$ cat src/rtl/imem_loader.sv
// ----------------------------------------------------------------------------
// imem_loader
//   Boot-time writer for the core's instruction memory. It takes a valid/ready
//   stream of 32-bit instruction words and writes them to consecutive imem word
//   addresses. It holds the MIPS core in reset until the last word has been
//   written, then keeps it in reset for RST_HOLD more cycles before releasing
//   it. A program that does not fit in imem puts the loader in a terminal error
//   state and the core stays held.
//
//   Parameters
//     ADDR_W    imem word-address width; capacity DEPTH = 2**ADDR_W words
//     RST_HOLD  cycles cpu_rst stays high after the last imem write (>=1)
//
//   Ports
//     clk, rst     rising-edge clock, synchronous active-high reset
//     ld_valid     ld_data/ld_last valid
//     ld_ready     loader accepts a word this cycle
//     ld_data      instruction word
//     ld_last      marks the final word of the program
//     imem_we      imem write strobe, one cycle per word
//     imem_addr    imem word address
//     imem_wdata   imem write data
//     cpu_rst      reset to the core; high = core held
//     load_done    sticky: program loaded, core released
//     load_err     sticky: capacity overflow, core held
//     word_count   words accepted since reset (saturates at DEPTH)
//     csum         running sum of accepted words (only with LOADER_CHECKSUM_EN)
//
//   Build option
//     LOADER_CHECKSUM_EN  adds the csum output and its accumulator
// ----------------------------------------------------------------------------
module imem_loader #(
   parameter int ADDR_W   = 8,
   parameter int RST_HOLD = 2
) (
   input  logic              clk,
   input  logic              rst,
   input  logic              ld_valid,
   output logic              ld_ready,
   input  logic [31:0]       ld_data,
   input  logic              ld_last,
   output logic              imem_we,
   output logic [ADDR_W-1:0] imem_addr,
   output logic [31:0]       imem_wdata,
   output logic              cpu_rst,
   output logic              load_done,
   output logic              load_err,
`ifdef LOADER_CHECKSUM_EN
   output logic [31:0]       csum,
`endif
   output logic [ADDR_W:0]   word_count
);

   localparam int DEPTH = 2 ** ADDR_W;
   localparam int HW    = (RST_HOLD > 1) ? $clog2(RST_HOLD) : 1;

   localparam logic [ADDR_W:0] TOP_ADDR  = (ADDR_W+1)'(DEPTH - 1);
   localparam logic [ADDR_W:0] FULL_CNT  = (ADDR_W+1)'(DEPTH);
   localparam logic [HW-1:0]   HOLD_LAST = HW'(RST_HOLD - 1);

   typedef enum logic [1:0] {
      S_LOAD    = 2'd0,
      S_RELEASE = 2'd1,
      S_RUN     = 2'd2,
      S_ERR     = 2'd3
   } state_t;

   state_t          state, state_nxt;
   logic [HW-1:0]   hold_cnt;
   logic            xfer;
   logic            at_top;

   assign xfer   = ld_valid && ld_ready;
   // The word being accepted lands on the last imem address.
   assign at_top = (word_count == TOP_ADDR);

   // ---------------------------------------------------------------- state reg
   always_ff @(posedge clk) begin
      if (rst) state <= S_LOAD;
      else     state <= state_nxt;
   end

   // ---------------------------------------------------------------- next state
   always_comb begin
      state_nxt = state;
      case (state)
         S_LOAD: begin
            if (xfer) begin
               if (ld_last)     state_nxt = S_RELEASE;
               else if (at_top) state_nxt = S_ERR;
            end
         end
         // The first RELEASE cycle is the one in which the last write is on
         // the imem port, so the core sees RST_HOLD held cycles counted from it.
         S_RELEASE: if (hold_cnt == HOLD_LAST) state_nxt = S_RUN;
         S_RUN:     state_nxt = S_RUN;
         S_ERR:     state_nxt = S_ERR;
         default:   state_nxt = S_LOAD;
      endcase
   end

   // ---------------------------------------------------------------- outputs
   always_comb begin
      ld_ready  = 1'b0;
      cpu_rst   = 1'b1;
      load_done = 1'b0;
      load_err  = 1'b0;
      case (state)
         S_LOAD: ld_ready = !rst;
         S_RUN: begin
            cpu_rst   = 1'b0;
            load_done = 1'b1;
         end
         S_ERR:   load_err = 1'b1;
         default: ;
      endcase
   end

   // ---------------------------------------------------------------- hold counter
   always_ff @(posedge clk) begin
      if (rst)                     hold_cnt <= '0;
      else if (state == S_RELEASE) hold_cnt <= hold_cnt + HW'(1);
      else                         hold_cnt <= '0;
   end

   // ---------------------------------------------------------------- write port
   always_ff @(posedge clk) begin
      if (rst) begin
         imem_we    <= 1'b0;
         imem_addr  <= '0;
         imem_wdata <= '0;
      end else if (xfer) begin
         imem_we    <= 1'b1;
         imem_addr  <= word_count[ADDR_W-1:0];
         imem_wdata <= ld_data;
      end else begin
         imem_we    <= 1'b0;
      end
   end

   // Transfers stop once the last address is used, so the count can reach
   // DEPTH but never wrap; the explicit guard keeps that true by construction.
   always_ff @(posedge clk) begin
      if (rst)                             word_count <= '0;
      else if (xfer && word_count != FULL_CNT) word_count <= word_count + 1'b1;
   end

`ifdef LOADER_CHECKSUM_EN
   always_ff @(posedge clk) begin
      if (rst)       csum <= '0;
      else if (xfer) csum <= csum + ld_data;
   end
`endif

endmodule

$ cat config.mk
export PLATFORM = sky130hd
export DESIGN_NAME = imem_loader
export DESIGN_NICKNAME = d
export VERILOG_FILES = /design/src/rtl/imem_loader.sv
export SDC_FILE = /design/constraint.sdc
export NUM_CORES = 1
export LEC_CHECK = 0
export ABC_AREA = 1
export CORE_UTILIZATION = 42
export CTS_CLUSTER_DIAMETER = 30
export CTS_CLUSTER_SIZE = 28
export DETAILED_ROUTE_END_ITERATION = 10
export GPL_TIMING_DRIVEN = 0
export PLACE_DENSITY = 0.88
export SKIP_LAST_GASP = 1
export SLEW_MARGIN = 20
export SYNTH_ARGS = -nofsm -noshare
export SYNTH_HDL_FRONTEND = slang
export SYNTH_SLANG_ARGS = --single-unit
$ cat constraint.sdc
create_clock -name clk -period 1.6 [get_ports clk]
set_input_delay 0.4 -clock clk [delete_from_list [all_inputs] [get_ports clk]]
set_output_delay 0.4 -clock clk [all_outputs]
set_load 0.02 [all_outputs]
; ---- Word-level counts from Yosys, hierarchy flattened
; Cells that the tools add are included.
; W data, S select, Z words.
[word_totals]
register_bits = 53
output_inout_bits = 54
in_bits = 36
elab_cells = 33
[op_classes]
reduce_logical = 6
add_sub_neg = 2
n_bitwise = 1
n_mux = 10
n_eq_ne = 8
[ops]
columns = cell, count
row1 = $add A9 B1 Y9 const B, 1
row2 = $eq A9 B8 Y1 const B, 1
row3 = $ne A9 B9 Y1 const B, 1
row4 = $mux W2, 4
row5 = $pmux W2 S4, 1
row6 = $mux W1, 5
row7 = $eq A2 B2 Y1 const B, 2
row8 = $ne A2 B2 Y1 const B, 2
row9 = $ne A3 B3 Y1 const B, 1
row10 = $reduce_and A3 Y1, 1
row11 = $eq A2 B1 Y1 const B, 1
row12 = $logic_and A1 B1 Y1, 2
row13 = $logic_not A2 Y1, 1
row14 = $reduce_or A2 Y1, 1
row15 = $add A1 B1 Y1 const B, 1
row16 = $logic_not A1 Y1, 1
row17 = $not A1 Y1, 1

; ---- Logic depth before layout (Yosys ltp)
; Gate-level depths: netlist of run 1.
[logic_depth]
ltp_word = 5
depth_mapped = 10
ltp_nobuf = 10

; ---- Least setup slack after synthesis of run 1
; No wires, ideal clock.
[synth_path]
path_type = register to register
start = register word_count[1]
end = register state[1]
slack_ps = -42
required_ps = 1487
arrival_time_ps = 1529
path_buffers = 0
synth_period_minus_slack_ps = 1642
setup_ps = 113
path_stages_with_launch = 10
cell_sequence = dfxtp_1 ha_1 nand2_1 nor4_1 ha_1 nor2_1 nand2_1 nand3_1 nor2_1 nor2_1
[synth_via]
elab_chain_cells = 3
[synth_rtl]
columns = item, line
row1 = "start, declared", 51  ; output logic [ADDR_W:0] word_count
row2 = "start signal, assigned", 145  ; else if (xfer && word_count != FULL_CNT) word_count <= word_count + 1'b1;
row3 = $eq A9 B8 Y1, 75  ; assign at_top = (word_count == TOP_ADDR);
row4 = $ne A3 B3 Y1 (no line), -
row5 = $reduce_and A3 Y1 (no line), -
row6 = "end signal, assigned", 80  ; else state <= state_nxt;
row7 = "end, declared", 68  ; state_t state, state_nxt;
; Every way passes these cells.
; A chain may end at the register's enable or synchronous reset.

; ---- Final worst setup path of run 1
[layout_path]
start = register word_count[0]
end = register state[1]
; The elaborated chain is that of the path after synthesis.

==> out/results.ini, run 1 <==
[logic_synthesis]
yosysMostFrequentCell=nand2_1
synthTopCellsByArea=dfxtp_1 51%, nand2_1 17%, nand3_1 10%
synth-edff-count=0
synthDistinctLibCells=20
synth.avg_cell_area_sq_um=7.66
synth_common_cells=94 x nand2_1, 53 x dfxtp_1, 44 x nand3_1, 19 x nor2_1, 18 x inv_1
syn_area_sq_um=2100
ys.flop_type=dfxtp_1
yosysTopAreaCell=dfxtp_1
synth-async-reset-ratio=0
synth-seq-cells=53
synth_seq_area_share=0.505
yosys_warnings=0
syn_nets=317
yosysTopAreaCellShare=0.505
syn_inst=274

[drt]
wl_met2_mm=2.73
drt-initial-drc-count=134
num_vias=2111
wl_met1_mm=2.17
dr.pass1.iters=4
wl_mm=5.46
drc=0
dr.max_layer_used=met4
vias_per_cell=4.80
wl_per_cell_microns=12.4
dr_wl_met3_microns=512
antenna_left=0

[grt]
grt_overflow=0
grt_max_degree=16
grt_pass1_wl_mm=8.69
grt_util_all_layers=0.212
grt_pass1_vias=1977
grt_antenna_before_repair=0

[timing]
max_slew_margin=0.665
rsz0062_at_grt=true
max_freq_mhz=632
fin_setup_tns_ps=0
finClkSkew_ps=2.93
slew_violations=0
finalSetupViolCount=0
worst_pin_slew_ps=502
final-hold-violation-count=0
period_needed_ps=1580
period_share=0.989

[cells_and_area]
antenna_cells=0
drive_gt1_frac=0.118
nets=415
area_delta_synth_final_pct=51.5

[placement]
dpl.hpwl_mm=3.89
gp_routability_congestion=0.842
portBuffers=89

[status]
status=finished clean

[power]
leakage_nw=1.65
peakVddDrop_uv=945
powerDensity_nw_per_um2=1170
finalPower_mw=3.72

[critical_path]
crit_path_end_kind=flip-flop
path_max_fanout=5
cp-start-kind=flip-flop
critPathKind=flip-flop to flip-flop
arrival_ps=1820
r2r_slack_ps=20
r2r_cells=10
cp.required_ps=1840

[die]
rows=25
coreArea_sq_um=4750
pin_count=90
dieArea_sq_um=5290
start_util=0.442
die_h_microns=72.7
die_w_microns=72.7

[clock_network]
cts_tree=built
insertion_delay_ps=300
ctsHoldBuffers=0
path_clk_slew_ps=90
cts-root-buf=clkbuf_8
numCtsBuffers=5
clkSinkCount=53
clockBufferDepth=2
htreeDepth=2

[job]
cap_violations=0

[worst_hold_path]
hold_depth=2
hold_path_class=primary input to flip-flop

-- metal layers --
| layer | vias up | global-route usage |
|---|---|---|
| li1 | 1061 | - |
| met1 | 946 | 0.237 |
| met2 | 97 | 0.380 |
| met3 | 7 | 0.0663 |
| met4 | 0 | 0.0741 |
| met5 | - | 0 |
-- final timing paths --
check,from,endpoint
hold reg to reg,imem_wdata[30]$_SDFFE_PP0P_,imem_wdata[30]$_SDFFE_PP0P_
setup reg to reg,word_count[0]$_SDFFE_PP0P_,state[1]$_SDFFE_PP0P_
hold / removal,rst,word_count[2]$_SDFFE_PP0P_
setup / recovery,word_count[0]$_SDFFE_PP0P_,state[1]$_SDFFE_PP0P_
-- where the power goes --
| part | internal [mW] | switching (mW) | total [mW] |
|---|---|---|---|
| Sequential | 1.53 | 0.114 | 1.64 |
| Clock | 0.310 | 0.416 | 0.727 |
| Combinational | 0.544 | 0.800 | 1.34 |
-- worst max-delay path: stages (launching register included) --
cell and delay [ps]:
dfxtp_4 380, ha_4 160, nand2_4 70, nor4_4 260
ha_2 230, nor2_1 40, nand2_1 80, nand3_2 80
nand2_1 70, nand2_1 50, nor2_1 90
-- cell type report --
cell class | instances | area, sq um
flip-flops and latches | 53 | 1070
fillers | 420 | 1570
clock inverters | 1 | 7.51
repair buffers | 91 | 822
well taps | 67 | 83.8
inverters | 20 | 75.1
clock buffers | 7 | 76.3
multi-input cells | 187 | 935
plain buffers | 14 | 108
-- sequential cells by signal, summed over array words and instances, names as in the netlist --
name	cells
imem_we	1
imem_wdata	32
word_count	9
state	2
imem_addr	8
hold_cnt	1
-- layout by cell type (no fill, tap or decap) --
cell,n
clkinvlp_4,1
ha_2,1
dlygate4sd2_1,51
a21oi_1,7
nand2_1,92
o21ai_0,9
buf_1,1
ha_4,2
nor3_2,1
dfxtp_2,4
inv_1,16
nor3_1,1
nand3_2,2
nor4_4,1
nand3_4,1
clkbuf_8,5
nand2_2,1
nor2_1,19
nand2_4,1
nand3_1,42
dfxtp_1,47
dfxtp_4,2
buf_8,1
nand4_1,2
clkbuf_1,3
buf_4,9
clkdlybuf4s50_1,34
buf_2,6
xor2_1,1
ha_1,4
buf_6,2
inv_2,4
-- through the flow --
step / std cells / util / hold WS [ps] / area [sq um] / setup WS [ps]
after floorplan: 274 / - / 469 / 2100 / 68.5
after global placement: 430 / 0.647 / 448 / 3080 / -1150
after detailed placement: 430 / 0.647 / 454 / 3080 / -1150
after CTS: 440 / 0.658 / 459 / 3130 / -229
after global routing: 440 / 0.669 / 362 / 3180 / -71.9
final: 440 / 0.669 / 355 / 3180 / 17.0
-- cells by family (layout without fill, tap and decap cells) --
group,Yosys count,in the layout,synth area share
compound gates,16,16,0.0381
xor+xnor,1,1,0.00417
simple gates,163,163,0.331
fa+ha+maj,7,7,0.0417
buf+inv,34,133,0.0793
flops,53,53,0.505
-- repair_timing --
action                     CTS  global route
setup buffers                2             0
resized for setup           73            20
pin swaps                    2             4
setup endpoints to repair   57            24
cloned                       0             0
hold endpoints to repair     0             0
Power figures use the tool's default switching activity.
==> inputs of run 2 (changes only) <==
Settings changed: PLACE_DENSITY 0.88 to 0.89.
==> run 2 against run 1 <==
Against the previous run:
- the flow now finishes with violations (negative setup slack)
- core utilization rose by 1.6 points
- via count rose by 0.38%
- wire length fell by 1.3%
- total power rose by 6.2%
- hold slack improved by 87 ps
- sequential share of layout area fell by 0.86 points
- sequential power barely moved
- final cell count rose by 1.1%
- global-route usage fell by 0.81 points
- critical endpoint is now ld_ready
==> out/results.ini, run 2 (same netlist as run 1, synthesis figures left out) <==
[critical_path]
crit_slowest_cell=clkdlybuf4s15_2
critPathKind=primary input to output pin
r2r_cells=10  ; unchanged
slowest_delay_ps=260  ; -120 ps
critical-path-top-delay-family=buffers and inverters
worstReg2RegStart=word_count[1]$_SDFFE_PP0P_
cp-start-kind=primary input
path_max_fanout=10  ; +5
cpMostUsedCell=buf_8
crit_chain=clkdlybuf4s15_2, inv_2, buf_8, buf_8, nand2_1, inv_1, buf_4
cp.required_ps=1200  ; -640 ps
rr_endpoint=state[1]$_SDFFE_PP0P_
crit_path_end_kind=output pin
r2r_slack_ps=10  ; about the same
crit_buf_inv=6  ; +6
arrival_ps=1220  ; -600 ps

[drt]
drt-initial-drc-count=88  ; -34%
num_vias=2119  ; +0.38%
antenna_left=0  ; unchanged
dr.pass1.iters=4  ; unchanged
drc=0  ; unchanged
wl_per_cell_microns=12.1  ; -2.4%
vias_per_cell=4.76  ; -0.75%
wl_mm=5.39  ; -1.3%

[clock_network]
cts-root-buf=clkbuf_8
insertion_delay_ps=310  ; about the same
path_clk_slew_ps=90  ; about the same
ctsHoldBuffers=0  ; unchanged
numCtsBuffers=5  ; unchanged
htreeDepth=2  ; unchanged
clockBufferDepth=2  ; unchanged
clkSinkCount=53  ; unchanged
cts_tree=built

[cells_and_area]
largest_register_ffs=32  ; unchanged
regMostFlops=imem_wdata
utilization=0.685  ; +0.0158
final_common_cell=nand2_1
area_delta_synth_final_pct=55.1
drive_gt1_frac=0.122  ; +0.00373
nets=420  ; +1.2%
final_cell_mix=92 x nand2_1, 51 x dlygate4sd2_1, 49 x dfxtp_1
reg_top3=imem_wdata: 32 flops, word_count: 9 flops, imem_addr: 8 flops
antenna_cells=0  ; unchanged
fin_area_sq_um=3260  ; +2.4%

[die]
coreArea_sq_um=4750  ; unchanged
die_h_microns=72.7  ; unchanged
dieArea_sq_um=5290  ; unchanged
die_w_microns=72.7  ; unchanged
rows=25  ; unchanged
start_util=0.442  ; unchanged
pin_count=90  ; unchanged

[job]
cap_violations=0  ; unchanged

[worst_hold_path]
holdPathEnd=imem_addr[1]$_SDFFE_PP0P_
hp-start=rst
hold_depth=2  ; unchanged
hold_path_class=primary input to flip-flop

[timing]
period_needed_ps=1620  ; +34.1 ps
worst_pin_slew_ps=472  ; -30.1 ps
finClkSkew_ps=9.55  ; +6.62 ps
finalSetupViolCount=1  ; +1
hold_ws_ps=442  ; +86.8 ps
max_freq_mhz=618  ; -2.1%
max_slew_margin=0.685  ; +0.0201
slew_violations=0  ; unchanged
layout_setup_ws_ps=-17.1  ; -34.1 ps
final-hold-violation-count=0  ; unchanged
period_share=1.01  ; +0.0213
rsz0062_at_grt=true

[placement]
post_dp_cell_area_sq_um=3080  ; unchanged
dpl.hpwl_mm=3.88  ; -0.29%
portBuffers=89  ; unchanged
gp_routability_congestion=0.826  ; -1.9%

[grt]
grt_antenna_before_repair=0  ; unchanged
grt_util_all_layers=0.204  ; -0.00807
grt_pass1_vias=1929  ; -2.4%
grt_pass1_wl_mm=8.31  ; -4.5%
grt_max_degree=16  ; unchanged
grt_overflow=0  ; unchanged

[power]
leakage_nw=1.69  ; +2.7%
finalPower_mw=3.94  ; +6.2%
peakVddDrop_uv=648  ; -31%
powerDensity_nw_per_um2=1210  ; +3.7%

[status]
violations=negative setup slack
status=finished, violations left

==> run 2: cell types whose count changed in the layout (fill, tap and decap cells not counted), sizes merged <==
cell and change:
clkdlybuf4s15 +1, clkinvlp -1, buf +4, bufinv +1
==> run 2: report_power, final <==
group	total [mW]	switching [mW]	leakage (nW)	internal, mW
Sequential	1.64	0.112	0.436	1.53
Combinational	1.37	0.808	1.20	0.565
Clock	0.928	0.418	0.0585	0.510
==> run 2: per-stage QoR <==
step	setup TNS, ps	instances	setup slack, ps
floorplan	0	274	68.5
global placement	-10320	430	-1120
detailed placement	-12060	430	-1130
CTS	-239	439	-239
global route	-344	445	-98.5
finish	-17.1	445	-17.1
==> run 2: cell type report <==
class | count | area (sq um)
Timing Repair Buffer | 96 | 868
Clock inverter | 1 | 30.0
Tap cell | 67 | 83.8
Sequential cell | 53 | 1070
Buffer | 14 | 111
Fill cell | 422 | 1500
Inverter | 20 | 75.1
Multi-Input combinational cell | 187 | 930
Clock buffer | 7 | 86.3
==> run 2: timing repair <==
item	in CTS	in global routing
resized for setup	71	18
endpoints found under the setup margin	56	8
cloned	0	0
pin swaps	1	5
buffers inserted	1	6
==> run 2: worst max path at each step <==
stage                                    start                    end  slack (ps)  depth (start not counted)
detailed placement                         rst               ld_ready       -1130                          7
CTS                      state[0]$_SDFFE_PP0P_               ld_ready        -240                          5
global route        word_count[3]$_SDFFE_PP0P_  state[1]$_SDFFE_PP0P_        -100                          9
floorplan           word_count[1]$_SDFFE_PP0P_  state[1]$_SDFFE_PP0P_          70                          9
global placement                           rst               ld_ready       -1120                          7
finish                                     rst               ld_ready         -20                          7
==> run 2: worst reg2reg max path: cells and delay by family, from the launching register on <==
kind	cells	cell delay, ps
AND/OR/NAND/NOR	8	790
adder cells (fa/ha/maj)	2	360
flip-flops	1	390
==> run 2: layer usage <==
metal  share of wire  track usage  routed length [microns]
met5               0            0                        0
met2            0.48        0.364                     2590
met1            0.42        0.219                     2270
met4           0.026        0.105                      139
met3           0.072       0.0580                      390
